$ cat config.mk
export PLATFORM = sky130hd
export DESIGN_NAME = load_store_unit
export DESIGN_NICKNAME = d
export VERILOG_FILES = /design/src/rtl/lsu_pkg.sv /design/src/rtl/lsu_lane_align.sv /design/src/rtl/load_store_unit.sv
export SDC_FILE = /design/constraint.sdc
export NUM_CORES = 1
export LEC_CHECK = 0
export BUFFER_PORTS_ARGS = -buffer_cell sky130_fd_sc_hd__buf_2
export CORE_MARGIN = 2
export CORE_UTILIZATION = 40
export CTS_BUF_LIST = sky130_fd_sc_hd__clkbuf_2
export CTS_CLUSTER_DIAMETER = 120
export DETAILED_ROUTE_END_ITERATION = 16
export MAX_ROUTING_LAYER = met4
export REMOVE_ABC_BUFFERS = 1
export SLEW_MARGIN = 10
export SYNTH_ARGS = -nofsm -noshare
export SYNTH_HDL_FRONTEND = slang
export SYNTH_HIERARCHICAL = 1
export SYNTH_SLANG_ARGS = --single-unit
$ cat constraint.sdc
create_clock -name clk -period 4.9 [get_ports clk]
set_input_delay 1.47 -clock clk [delete_from_list [all_inputs] [get_ports clk]]
set_output_delay 1.47 -clock clk [all_outputs]
set_load 0.1 [all_outputs]
$ cat src/rtl/lsu_pkg.sv
// Shared types, funct3 codes and access-legality predicates for the load/store unit.
package lsu_pkg;

   typedef enum logic [2:0] {
      StIdle,
      StIssue,
      StRdata,
      StResp,
      StIssue2,
      StRdata2
   } lsu_state_t;

   localparam logic [2:0] F3_LB  = 3'b000;
   localparam logic [2:0] F3_LH  = 3'b001;
   localparam logic [2:0] F3_LW  = 3'b010;
   localparam logic [2:0] F3_LBU = 3'b100;
   localparam logic [2:0] F3_LHU = 3'b101;
   localparam logic [2:0] F3_SB  = 3'b000;
   localparam logic [2:0] F3_SH  = 3'b001;
   localparam logic [2:0] F3_SW  = 3'b010;

   localparam logic [1:0] SizeHalf = 2'd1;
   localparam logic [1:0] SizeWord = 2'd2;

   // size is funct3[1:0]; off is the byte offset within the word
   function automatic logic is_misaligned(input logic [1:0] size, input logic [1:0] off);
      return ((size == SizeHalf) && off[0]) || ((size == SizeWord) && (off != 2'b00));
   endfunction

   function automatic logic is_illegal(input logic store, input logic [2:0] f3);
      if (store) begin
         return f3 > F3_SW;
      end
      return (f3 == 3'd3) || (f3 == 3'd6) || (f3 == 3'd7);
   endfunction

endpackage

$ cat src/rtl/lsu_lane_align.sv
// Combinational byte-lane placement for stores and lane select/extension for loads.
// Handles one or two words, so split accesses reuse the same logic.
module lsu_lane_align
   import lsu_pkg::*;
(
   input  logic [2:0]  funct3,
   input  logic [1:0]  offset,
   input  logic [31:0] wdata,
   input  logic [31:0] rdata_lo,
   input  logic [31:0] rdata_hi,
   output logic [3:0]  wstrb_lo,
   output logic [3:0]  wstrb_hi,
   output logic [31:0] wdata_lo,
   output logic [31:0] wdata_hi,
   output logic [31:0] rdata_ext
);

   logic [3:0]  mask;
   logic [31:0] wmasked;
   logic [7:0]  strb_wide;
   logic [63:0] wdata_wide;
   logic [31:0] shifted;

   always_comb begin
      mask    = 4'b1111;
      wmasked = wdata;
      unique case (funct3)
         F3_SB: begin
            mask    = 4'b0001;
            wmasked = {24'b0, wdata[7:0]};
         end
         F3_SH: begin
            mask    = 4'b0011;
            wmasked = {16'b0, wdata[15:0]};
         end
         default: ;
      endcase
      // lanes that spill past byte 3 belong to the following word
      strb_wide  = {4'b0000, mask} << offset;
      wdata_wide = {32'b0, wmasked} << {offset, 3'b000};
   end

   assign wstrb_lo = strb_wide[3:0];
   assign wstrb_hi = strb_wide[7:4];
   assign wdata_lo = wdata_wide[31:0];
   assign wdata_hi = wdata_wide[63:32];

   assign shifted = 32'({rdata_hi, rdata_lo} >> {offset, 3'b000});

   always_comb begin
      rdata_ext = shifted;
      unique case (funct3)
         F3_LB:   rdata_ext = {{24{shifted[7]}}, shifted[7:0]};
         F3_LBU:  rdata_ext = {24'b0, shifted[7:0]};
         F3_LH:   rdata_ext = {{16{shifted[15]}}, shifted[15:0]};
         F3_LHU:  rdata_ext = {16'b0, shifted[15:0]};
         F3_LW:   rdata_ext = shifted;
         default: rdata_ext = shifted;
      endcase
   end

endmodule

$ cat src/rtl/load_store_unit.sv
// Data-memory initiator: one load/store at a time, byte-strobed synchronous memory.
// Define LSU_SPLIT_MISALIGNED_EN to split misaligned accesses into two word accesses.
module load_store_unit
   import lsu_pkg::*;
#(
   parameter int unsigned ADDR_W = 9
) (
   input  logic              clk,
   input  logic              rst,
   input  logic              req_valid,
   output logic              req_ready,
   input  logic              req_store,
   input  logic [2:0]        req_funct3,
   input  logic [ADDR_W-1:0] req_addr,
   input  logic [31:0]       req_wdata,
   output logic              resp_valid,
   input  logic              resp_ready,
   output logic [31:0]       resp_rdata,
   output logic              resp_err,
   output logic              mem_en,
   output logic              mem_we,
   output logic [ADDR_W-1:0] mem_addr,
   output logic [3:0]        mem_wstrb,
   output logic [31:0]       mem_wdata,
   input  logic [31:0]       mem_rdata
);

`ifdef LSU_SPLIT_MISALIGNED_EN
   localparam bit SplitEn = 1'b1;
`else
   localparam bit SplitEn = 1'b0;
`endif

   lsu_state_t        state;
   logic              store_q;
   logic [2:0]        f3_q;
   logic [ADDR_W-1:0] addr_q;
   logic [31:0]       wdata_q;
   logic [31:0]       rlo_q;
   logic              split_q;

   logic              req_mis;
   logic              req_err;
   logic [ADDR_W-1:0] word_addr;
   logic [31:0]       align_rlo;
   logic [3:0]        wstrb_lo;
   logic [3:0]        wstrb_hi;
   logic [31:0]       wdata_lo;
   logic [31:0]       wdata_hi;
   logic [31:0]       rdata_ext;

   assign req_mis   = is_misaligned(req_funct3[1:0], req_addr[1:0]);
   assign req_err   = is_illegal(req_store, req_funct3) | (req_mis & ~SplitEn);
   assign req_ready = (state == StIdle);
   assign word_addr = {addr_q[ADDR_W-1:2], 2'b00};
   // the second half of a split load combines the saved first word with the live one
   assign align_rlo = (state == StRdata2) ? rlo_q : mem_rdata;

   lsu_lane_align u_align (
      .funct3    (f3_q),
      .offset    (addr_q[1:0]),
      .wdata     (wdata_q),
      .rdata_lo  (align_rlo),
      .rdata_hi  (mem_rdata),
      .wstrb_lo  (wstrb_lo),
      .wstrb_hi  (wstrb_hi),
      .wdata_lo  (wdata_lo),
      .wdata_hi  (wdata_hi),
      .rdata_ext (rdata_ext)
   );

   always_comb begin
      mem_en    = 1'b0;
      mem_we    = 1'b0;
      mem_addr  = '0;
      mem_wstrb = 4'b0000;
      mem_wdata = 32'b0;
      if (!rst && (state == StIssue || state == StIssue2)) begin
         mem_en   = 1'b1;
         mem_we   = store_q;
         mem_addr = (state == StIssue2) ? word_addr + ADDR_W'(4) : word_addr;
         if (store_q) begin
            mem_wstrb = (state == StIssue2) ? wstrb_hi : wstrb_lo;
            mem_wdata = (state == StIssue2) ? wdata_hi : wdata_lo;
         end
      end
   end

   always_ff @(posedge clk) begin
      if (rst) begin
         state      <= StIdle;
         resp_valid <= 1'b0;
         resp_err   <= 1'b0;
         resp_rdata <= 32'b0;
      end else begin
         unique case (state)
            StIdle: begin
               if (req_valid) begin
                  store_q <= req_store;
                  f3_q    <= req_funct3;
                  addr_q  <= req_addr;
                  wdata_q <= req_wdata;
                  split_q <= req_mis;
                  if (req_err) begin
                     state      <= StResp;
                     resp_valid <= 1'b1;
                     resp_err   <= 1'b1;
                     resp_rdata <= 32'b0;
                  end else begin
                     state <= StIssue;
                  end
               end
            end
            StIssue: begin
               if (!store_q) begin
                  state <= StRdata;
               end else if (SplitEn && split_q) begin
                  state <= StIssue2;
               end else begin
                  state      <= StResp;
                  resp_valid <= 1'b1;
                  resp_err   <= 1'b0;
                  resp_rdata <= 32'b0;
               end
            end
            StRdata: begin
               if (SplitEn && split_q) begin
                  rlo_q <= mem_rdata;
                  state <= StIssue2;
               end else begin
                  state      <= StResp;
                  resp_valid <= 1'b1;
                  resp_err   <= 1'b0;
                  resp_rdata <= rdata_ext;
               end
            end
            StIssue2: begin
               if (store_q) begin
                  state      <= StResp;
                  resp_valid <= 1'b1;
                  resp_err   <= 1'b0;
                  resp_rdata <= 32'b0;
               end else begin
                  state <= StRdata2;
               end
            end
            StRdata2: begin
               state      <= StResp;
               resp_valid <= 1'b1;
               resp_err   <= 1'b0;
               resp_rdata <= rdata_ext;
            end
            StResp: begin
               if (resp_ready) begin
                  state      <= StIdle;
                  resp_valid <= 1'b0;
                  resp_err   <= 1'b0;
                  resp_rdata <= 32'b0;
               end
            end
            default: state <= StIdle;
         endcase
      end
   end

endmodule

* Word-level counts from Yosys, hierarchy flattened
Index checks and enable logic that the tools add are counted.
** Storage, ports and cells
- Bits of input ports :: 81
- Word-level logic and storage cells :: 84
- Bits in registers :: 82
** Cells by class
- Shifts and indexed selects :: 3
- Eq/ne operators :: 17
- $add $sub $neg :: 1
- Reduce and logical (&&, ||, !) cells :: 17
- Muxes and demuxes :: 35
- Bitwise operators :: 2
- $lt $le $gt $ge :: 1
** Operators by type and width (count)
- 2-to-1 mux 32 bit :: 8
- case mux 32 bit (4 select lines) :: 2
- case mux 32 bit (2 select lines) :: 1
- left shift 32 x 5 -> 64 bit :: 1
- right shift 64 x 5 -> 32 bit :: 1
- equality test 3 bit (second input constant) :: 6
- 2-to-1 mux 9 bit :: 2
- case mux 3 bit (5 select lines) :: 1
- 2-to-1 mux 4 bit :: 3
- 2-to-1 mux 1 bit :: 11
- adder 9 x 3 -> 9 bit (second input constant) :: 1
- equality test 3 x 2 -> 1 bit (second input constant) :: 3
- 2-to-1 mux 3 bit :: 3
- case mux 1 bit (4 select lines) :: 2
- case mux 4 bit (2 select lines) :: 1
- left shift 4 x 2 -> 8 bit :: 1
- equality test 3 x 1 -> 1 bit (second input constant) :: 2
- logical NOT 3 bit :: 2
- AND reduction 5 bit :: 1
- logical OR 1 bit :: 4
- inequality test 2 x 1 -> 1 bit (second input constant) :: 2
- inequality test 2 bit (second input constant) :: 2
- nonzero test 4 bit :: 1
- OR reduction 2 bit :: 2
- 11 further kinds :: 13

* Logic depth before layout (Yosys ltp)
Gate-level depths: netlist of run 1.
- Word-level depth :: 8
- Gate-level depth with buffers :: 8
- Mapped depth without buffers :: 6

* Cells and area by module
Netlist of run 1, hierarchy kept.
** By module, submodules not included
- load_store_unit :: times used 1, area an instance 3508.4 um^2, cells each 313
- lsu_lane_align :: times used 1, area an instance 2125.8 um^2, cells each 296

* Worst setup path before layout of run 1
Ideal clock, no wire load.
- Path kind :: input port to output port
- Start point :: input rst
- End point :: output mem_wdata[0]
- Slack :: -0.698 ns
- Required time :: 3.430 ns
- Path buffers :: 2
- Cell stages on the path :: 6
- Arrival time :: 4.128 ns
- Cell sequence :: buf_2 > or3_1 > buf_2 > inv_2 > nand2_4 > a21oi_1
** On the way
- Word-level cells in the longest chain between the ends :: 3
** Ends and longest elaborated chain
- from (decl) :: RTL line load_store_unit.sv:9 : input logic rst,
- logical NOT 1 bit :: RTL line load_store_unit.sv:78 : if (!rst && (state == StIssue || state == StIssue2)) begin
- logical AND 1 bit :: RTL line load_store_unit.sv:78
- 2-to-1 mux 32 bit :: RTL line load_store_unit.sv:78
- to (decl) :: RTL line load_store_unit.sv:24 : output logic [31:0] mem_wdata,
No other way between the ends.

* Worst setup path in the final report of run 1
- Start point :: input rst
- End point :: output mem_wdata[27]
Same word-level chain as after synthesis.

==> flow_metrics.tcl, run 1 <==
set metrics [dict create \
    peakVddDrop_mv 0.184 \
    synth_ff_type "edfxtp_1" \
    setup_viol 0 \
    setup.worst_path.end_class "output pin" \
    fin_cells 923 \
    first_pass_iters 5 \
    io_pins 163 \
    fin_skew_ns 0.0153 \
    rows 43 \
    yosys_warnings 70 \
    globalplace.congestion 0.891 \
    path_clk_slew_ns 0.23 \
    synth-compound-area-share_pct 19.4 \
    port-buffer-count 160 \
    postCtsResizedCells 0 \
    syn_to_final_growth_pct 24.4 \
    pwr-share-comb_pct 29.9 \
    die-area_sq_um 15100 \
    p_leak_nw 2.85 \
    drt_iter0_drc 358 \
    finalMaxSlewViolations 0 \
    netlist_area_sq_um 5630 \
    synth_top_family_by_area "simple AND/OR/NAND/NOR gates" \
    cts_max_path_buffers 2 \
    max_slew_margin_pct 39.6 \
    crit_type "in2out" \
    arrival_ns 3.23 \
    postCtsHoldBufs 0 \
    synth_edf_count 45 \
    seqPwrFrac_pct 46.3 \
    die_height_um 123 \
    drcViolationCount 0 \
    synth_cell_types 57 \
    grt_max_degree 82 \
    layout_common_cells "nand2_1 (131), buf_2 (124), edfxtp_1 (45), dfxtp_1 (37)" \
    switching_share_pct 36.9 \
    coreArea_sq_um 13800 \
    grt.overflow.total 0 \
    fin_tns_setup_ns 0 \
    die_x_um 123 \
    cts_sinks 82 \
    power_frac_clock_pct 23.8 \
    hold_violations 0 \
    initial_core_util_pct 40.7 \
    cellPowerDensity_nw_per_um2 245 \
    grt_pass1_wl_mm 24.6 \
    fin_area_sq_um 7010 \
    track_usage_pct 21.7 \
    hpwlAfterDp_mm 10.8 \
    worst_pin_slew_ns 0.905 \
    min_path_type "reg2reg" \
    post-route-min-period_ns 4.70 \
    outcome "finished, final reports clean" \
    synthAdderAreaFrac_pct 0.222 \
    wl_mm 15.7 \
    cp_max_fo 35 \
    rsz0062_at_grt "no" \
    cts_tree "yes" \
    fin_nets 820 \
    num_vias 5020 \
    async_flop_share_pct 0 \
    fin_util_pct 50.7 \
    synth.avg_cell_area_sq_um 9.25 \
    dpl_cell_area_sq_um 6880 \
    synth-seq-cells 82 \
    start_kind "primary input" \
    antenna_found_initial 0 \
    final_common_cell "nand2_1" \
    postCtsSetupBuffers 0 \
    power.switching_mw 0.633 \
    cts_root_buffer "clkbuf_2" \
    intPower_mw 1.08 \
    fmax_mhz 213 \
    viasPerCell 5.44 \
    required_ns 3.43 \
    htree_num_levels 3 \
    yosysSeqAreaShare_pct 37.1 \
    layout-drive-gt1-share_pct 34.3 \
    finalCritPeriodShare_pct 95.8 \
    first_global_vias 4817 \
    synthXorXnorAreaFrac_pct 1.09 \
    synthSimpleGateAreaFrac_pct 20.6 \
    syn_inst 609 \
    cap_violations 0 \
    numCtsBuffers 9 \
    wl_per_cell_um 17.0 \
    dp_cells 907 \
    synth.mux.area_fraction_pct 13.0 \
    antenna_left 0 \
    clkLatencyLatePin_ns 0.57 \
    diodes 0 \
]
power groups by stage:
stage / Clock, mW / Sequential (mW) / Combinational (mW)
finish: 0.408 / 0.795 / 0.513
global route: 0.445 / 0.801 / 0.546
CTS: 0.421 / 0.795 / 0.514
detailed placement: 0 / 0.809 / 0.512
global placement: 0 / 0.808 / 0.503
floorplan: 0 / 0.932 / 0.250
layer usage:
layer | share of wire, % | wire length [um] | up-vias | global-route usage [%]
met5 | 0 | 0 | - | -
met4 | 1.3 | 204 | 0 | 6.47
met3 | 5.9 | 934 | 21 | 4.23
met2 | 50 | 7830 | 170 | 34.9
met1 | 43 | 6730 | 2398 | 27.7
li1 | - | - | 2431 | -
stage by stage:
step           worst slack [ns]  hold WS [ns]  total power [mW]
5_1_grt                  0.0856         0.524              1.79
2_1_floorplan             -1.22         0.558              1.18
3_3_place_gp              0.252         0.453              1.31
3_5_place_dp              0.200         0.451              1.32
4_1_cts                   0.200         0.504              1.73
6_report                  0.204         0.503              1.72
synthesized netlist by cell type, types with 2 or more instances:
library cell	number	share of area, %
buf_2	20	1.8
edfxtp_1	45	24
o21ai_1	3	0.27
nand3_1	4	0.36
nand2_1	131	8.7
inv_1	3	0.20
nor3b_1	18	2.4
nor2_1	38	2.5
a31oi_1	10	1.1
and3_1	3	0.33
clkbuf_1	6	0.40
or3_1	10	1.1
a21oi_2	29	4.5
nand4_1	4	0.44
dfxtp_1	37	13
nor2b_1	2	0.22
mux4_2	14	5.6
mux2_2	8	1.6
mux2i_1	29	5.2
conb_1	2	0.13
a221oi_1	2	0.31
a21oi_1	25	2.2
nand2_2	4	0.44
o21ai_0	34	3.0
nor3_1	4	0.36
xor2_1	5	0.78
xnor2_1	2	0.31
and2_1	16	1.8
buf_6	13	2.6
buf_8	2	0.53
o211ai_1	8	1.1
buf_4	20	2.7
inv_2	2	0.13
a22o_1	33	5.1
worst paths after layout:
path | from | end | slack (ns) | cells after the start
max | rst | mem_wdata[27] | 0.20 | 7
min | resp_rdata[22] | resp_rdata[22] | 0.50 | 1
max reg2reg | state[0] | wdata_q[17] | 2.49 | 4
min reg2reg | resp_rdata[22] | resp_rdata[22] | 0.50 | 1
cell families after synthesis:
group,Yosys count
other,2
buffers and inverters,67
flip-flops,82
adder cells (fa/ha/maj),1
XOR/XNOR,7
multiplexers,53
AND/OR/NAND/NOR,244
AO/OA/AOI/OAI,153
cell type report:
cell class | count | area [sq um]
clock buffer | 10 | 50.0
clock inverter | 6 | 80.1
fill | 1272 | 6820
inverter | 5 | 18.8
multi-input combinational | 469 | 3120
sequential | 82 | 2090
tap | 180 | 225
timing repair buffer | 171 | 1420
critical path, stage by stage:
cell	delay (ns)
buf_2	0.16
or3_1	0.50
inv_2	0.13
nand2_4	0.29
buf_4	0.29
a21oi_2	0.16
buf_12	0.20
state kept, by name, summed over array words and instances, names as in the netlist:
name,count
resp_rdata,32
wdata_q,32
addr_q,9
f3_q,3
state,3
resp_err,1
resp_valid,1
store_q,1
Note: power is estimated with default switching activity, not from simulation.
==> run 2, diff against run 1 <==
Settings changed: CTS_BUF_LIST sky130_fd_sc_hd__clkbuf_2 to sky130_fd_sc_hd__clkbuf_8, PLACE_DENSITY_LB_ADDON set to 0.08.
==> run 2 against run 1 <==
- register-to-register slack worse by 0.60 ns
- sequential share of layout area down 0.35 points
- combinational power about the same
- total power up 6.8%
- sequential power about the same
- critical path type unchanged
- largest cell class unchanged
- sequential cell count unchanged
- highest routed layer unchanged
- non-clock buffer count down 2
- first-iteration DRC count down 4.7%
- clock skew down 0.0015 ns
- core utilization up 0.60 points
- die area unchanged
- clock-buffer cell count up 1
==> flow_metrics.tcl, run 2 (synthesis gave the netlist of run 1 again) <==
set metrics [dict create \
    outcome "finished, final reports clean" \
    rsz0062_at_grt "no" \
    rrSetupSlack_ns 1.89 \
    required_ns 3.43 \
    p_leak_nw 2.88 \
    setup.worst_path.end_class "output pin" \
    pwr-share-comb_pct 27.9 \
    hpwlAfterDp_mm 10.5 \
    cellPowerDensity_nw_per_um2 258 \
    seqPwrFrac_pct 43.5 \
    cts_sinks 82 \
    cts_max_path_buffers 2 \
    power.switching_mw 0.656 \
    postCtsResizedCells 0 \
    viasPerCell 5.42 \
    switching_share_pct 35.8 \
    finalCritPeriodShare_pct 95.6 \
    cp_cell_sequence "buf_2 > or3_1 > inv_2 > nand2_4 > a21oi_1 > buf_12" \
    fin_tns_setup_ns 0 \
    coreArea_sq_um 13800 \
    min_path_type "reg2reg" \
    fin_skew_ns 0.0137 \
    peakVddDrop_mv 0.141 \
    fin_cells 921 \
    grt.overflow.total 0 \
    port-buffer-count 160 \
    dp_cells 905 \
    cts_root_buffer "clkbuf_8" \
    reg_top3 "resp_rdata: 32 flops, wdata_q: 32 flops, addr_q: 9 flops" \
    r2r_cells 6 \
    setup_viol 0 \
    arrival_ns 3.22 \
    layout-drive-gt1-share_pct 34.3 \
    rows 43 \
    layout_common_cells "nand2_1 (131), buf_2 (123), edfxtp_1 (45), buf_12 (37), dfxtp_1 (37)" \
    crit_type "in2out" \
    critPathMaxStageDelay_ns 0.50 \
    max_slew_margin_pct 35.2 \
    crit_slowest_cell "or3_1" \
    start_kind "primary input" \
    finalMaxSlewViolations 0 \
    initial_core_util_pct 40.7 \
    clkLatencyLatePin_ns 0.37 \
    first_global_vias 4643 \
    die-area_sq_um 15100 \
    worstSetupEndpoint "mem_wdata[0]" \
    routed.top_layer "met4" \
    fin_area_sq_um 7090 \
    num_vias 4995 \
    hold_violations 0 \
    fmax_mhz 213 \
    diodes 0 \
    post-route-min-period_ns 4.69 \
    intPower_mw 1.18 \
    fin_util_pct 51.3 \
    wl_per_cell_um 16.8 \
    dpl_cell_area_sq_um 6890 \
    first_pass_iters 5 \
    postCtsHoldBufs 0 \
    min_from "resp_rdata[24]" \
    worst_pin_slew_ns 0.970 \
    met1_length_mm 7.15 \
    final_common_cell "nand2_1" \
    numCtsBuffers 9 \
    power.total_mw 1.83 \
    die_x_um 123 \
    r2r_end "resp_rdata[25]" \
    cp_max_fo 37 \
    fin_nets 818 \
    dr_wl_met3_um 845 \
    track_usage_pct 21.4 \
    grt_pass1_wl_mm 24.2 \
    postCtsSetupBuffers 0 \
    io_pins 163 \
    antenna_found_initial 0 \
    cts_tree "yes" \
    globalplace.congestion 0.860 \
    power_frac_clock_pct 28.6 \
    cp-startpoint "rst" \
    drcViolationCount 0 \
    htree_num_levels 3 \
    grt_max_degree 82 \
    die_height_um 123 \
    cap_violations 0 \
    wl_mm 15.5 \
    path_clk_slew_ns 0.09 \
    syn_to_final_growth_pct 25.9 \
    dr_wl_met2_mm 7.26 \
    reg2reg_from "addr_q[0]" \
    drt_iter0_drc 341 \
    antenna_left 0 \
]
run 2: worst min path at each step:
stage	endpoint	slack, ns	cells past startpoint
4_1_cts	resp_rdata[28]	0.48	1
5_1_grt	resp_rdata[25]	0.50	1
6_report	resp_rdata[24]	0.47	1
2_1_floorplan	state[2]	0.56	1
3_5_place_dp	resp_rdata[16]	0.45	1
3_3_place_gp	resp_rdata[2]	0.45	1
run 2: per-stage QoR:
step           setup WS [ns]  hold WS (ns)
2_1_floorplan          -1.22         0.558
3_3_place_gp           0.283         0.450
3_5_place_dp           0.215         0.450
4_1_cts                0.217         0.476
5_1_grt                0.111         0.495
6_report               0.214         0.475
run 2: power by group through the flow:
stage | clock, mW | sequential [mW] | combinational [mW]
3_5_place_dp | 0 | 0.812 | 0.511
2_1_floorplan | 0 | 0.932 | 0.250
6_report | 0.524 | 0.797 | 0.511
5_1_grt | 0.568 | 0.802 | 0.547
3_3_place_gp | 0 | 0.811 | 0.505
4_1_cts | 0.537 | 0.797 | 0.513
run 2: final cells by class:
class,instances,area [sq um]
Timing Repair Buffer,169,1420
Tap cell,180,225
Fill cell,1303,6730
Inverter,5,18.8
Sequential cell,82,2090
Multi-Input combinational cell,469,3130
Clock inverter,5,52.6
Clock buffer,11,151
run 2: critical path: cells and delay by family:
| kind | cells | cell delay, ns |
|---|---|---|
| and+or+nand+nor | 2 | 0.81 |
| AOI/OAI and AO/OA | 1 | 0.38 |
| buffers and inverters | 3 | 0.52 |
run 2: routing by layer:
| metal | GRT usage (%) | up-vias |
|---|---|---|
| met5 | - | - |
| met4 | 6.03 | 0 |
| met3 | 4.65 | 18 |
| met2 | 32.7 | 165 |
| met1 | 28.6 | 2397 |
| li1 | - | 2415 |
==> run 3, diff against run 2 <==
Settings changed: GPL_TIMING_DRIVEN set to 0, PLACE_DENSITY_LB_ADDON 0.08 to 0.25, SLEW_MARGIN 10 to unset.
==> run 3 against run 2 <==
- sequential power is essentially flat
- sequential cell count unchanged
- core utilization fell by 2.3 points
- first-iteration DRC count grew 31%
- die area unchanged
- combinational power down 0.8%
- clock skew shrank 0.0039 ns
- non-clock buffer count up 8
- global-route usage down 0.54 points
- critical path type unchanged
- critical endpoint is now mem_wdata[10]
- largest cell class unchanged
- largest power group unchanged
==> flow_metrics.tcl, run 3 (synthesis gave the netlist of run 1 again) <==
set metrics [dict create \
    critPathTopFamily "simple AND/OR/NAND/NOR gates" \
    post-route-min-period_ns 4.77 \
    grt_max_degree 39 \
    cp_cell_sequence "buf_2 > or3_1 > inv_2 > nand2_4 > a21oi_2 > buf_2" \
    hpwlAfterDp_mm 10.6 \
    finalCritPeriodShare_pct 97.4 \
    numCtsBuffers 9 \
    htree_num_levels 3 \
    cts_tree "yes" \
    fin_tns_setup_ns 0 \
    initial_core_util_pct 40.7 \
    port-buffer-count 160 \
    rsz0062_at_grt "no" \
    wl_mm 15.1 \
    reg_top3 "resp_rdata: 32 flops, wdata_q: 32 flops, addr_q: 9 flops" \
    cts_max_path_buffers 2 \
    fin_nets 826 \
    drt_iter0_drc 448 \
    fin_area_sq_um 6780 \
    cp_common_cell "buf_2" \
    path_clk_slew_ns 0.08 \
    arrival_ns 3.30 \
    die_height_um 123 \
    fin_hold_ws_ns 0.469 \
    path_buf_inv 3 \
    start_kind "primary input" \
    fin_ws_ns 0.126 \
    wl_per_cell_um 16.3 \
    layout_common_cells "buf_2 (154), nand2_1 (131), edfxtp_1 (45), dfxtp_1 (37), nor2_1 (35)" \
    viasPerCell 5.37 \
    crit_type "in2out" \
    final_common_cell "buf_2" \
    syn_to_final_growth_pct 20.3 \
    required_ns 3.43 \
    critPathMaxStageDelay_ns 0.49 \
    antenna_left 0 \
    grt_pass1_wl_mm 23.8 \
    diodes 0 \
    cts_root_buffer "clkbuf_8" \
    hold_violations 0 \
    cp_max_fo 37 \
    antenna_found_initial 0 \
    layout-drive-gt1-share_pct 35.0 \
    dpl_cell_area_sq_um 6520 \
    drcViolationCount 0 \
    rows 43 \
    dp_cells 907 \
    num_vias 4987 \
    peakVddDrop_mv 0.180 \
    setup_viol 0 \
    clkLatencyLatePin_ns 0.37 \
    cts_sinks 82 \
    postCtsHoldBufs 0 \
    io_pins 163 \
    finalMaxSlewViolations 0 \
    first_pass_iters 5 \
    crit_slowest_cell "or3_1" \
    fin_skew_ns 0.00985 \
    cellPowerDensity_nw_per_um2 257 \
    die-area_sq_um 15100 \
    min_path_type "reg2reg" \
    grt.overflow.total 0 \
    setup.worst_path.end_class "output pin" \
    track_usage_pct 20.9 \
    globalplace.congestion 0.847 \
    outcome "finished, final reports clean" \
    p_leak_nw 2.87 \
    post-place-ws_ns 0.0666 \
    fin_cells 929 \
    first_global_vias 4734 \
    worst_pin_slew_ns 0.969 \
    die_x_um 123 \
    max_slew_margin_pct 35.4 \
    cap_violations 0 \
    fmax_mhz 209 \
    coreArea_sq_um 13800 \
]
run 3: cell count changes in the layout (fill, tap and decap cells not counted), moves of 3 or more:
| cell | change |
|---|---|
| buf_4 | -4 |
| clkbuf_4 | +6 |
| buf_2 | +31 |
| buf_12 | -36 |
| buf_8 | +3 |
| buf_16 | +8 |
run 3: metrics by stage:
stage	utilization [%]	power, mW
global placement	45.1	1.29
finish	49.0	1.74
floorplan	-	1.18
detailed placement	47.2	1.32
CTS	48.4	1.76
global route	49.0	1.83
run 3: cell type report:
cell class                 instances  area [sq um]
fill                            1284          7050
tap                              180           225
clock inverter                     6          28.8
inverter                           5          22.5
multi-input combinational        469          3130
sequential                        82          2090
clock buffer                      10           138
timing repair buffer             177          1140
run 3: worst paths after layout:
kind	start	endpoint	slack, ns	cells after the start
max	rst	mem_wdata[10]	0.13	6
min	resp_rdata[4]	resp_rdata[4]	0.47	1
max reg2reg	addr_q[0]	resp_rdata[25]	2.38	7
min reg2reg	resp_rdata[4]	resp_rdata[4]	0.47	1
run 3: what timing repair did:
item | CTS | global route
gates resized for setup | 2 | 6
gates cloned | 0 | 0
buffers inserted | 0 | 5
setup endpoints to repair | 9 | 14
endpoints found under the hold margin | 0 | 0
run 3: metal layers:
layer	vias up	share of wire (%)	GRT usage (%)
li1	2438	-	-
met1	2330	44	26.6
met2	183	47	31.4
met3	36	5.8	4.28
met4	0	2.9	10.6
met5	-	0	-
run 3: power by group:
part,leakage (nW),internal (mW),switching [mW]
logic,2.06,0.149,0.358
registers,0.715,0.764,0.0352
clock network,0.101,0.191,0.246
total,2.87,1.10,0.639
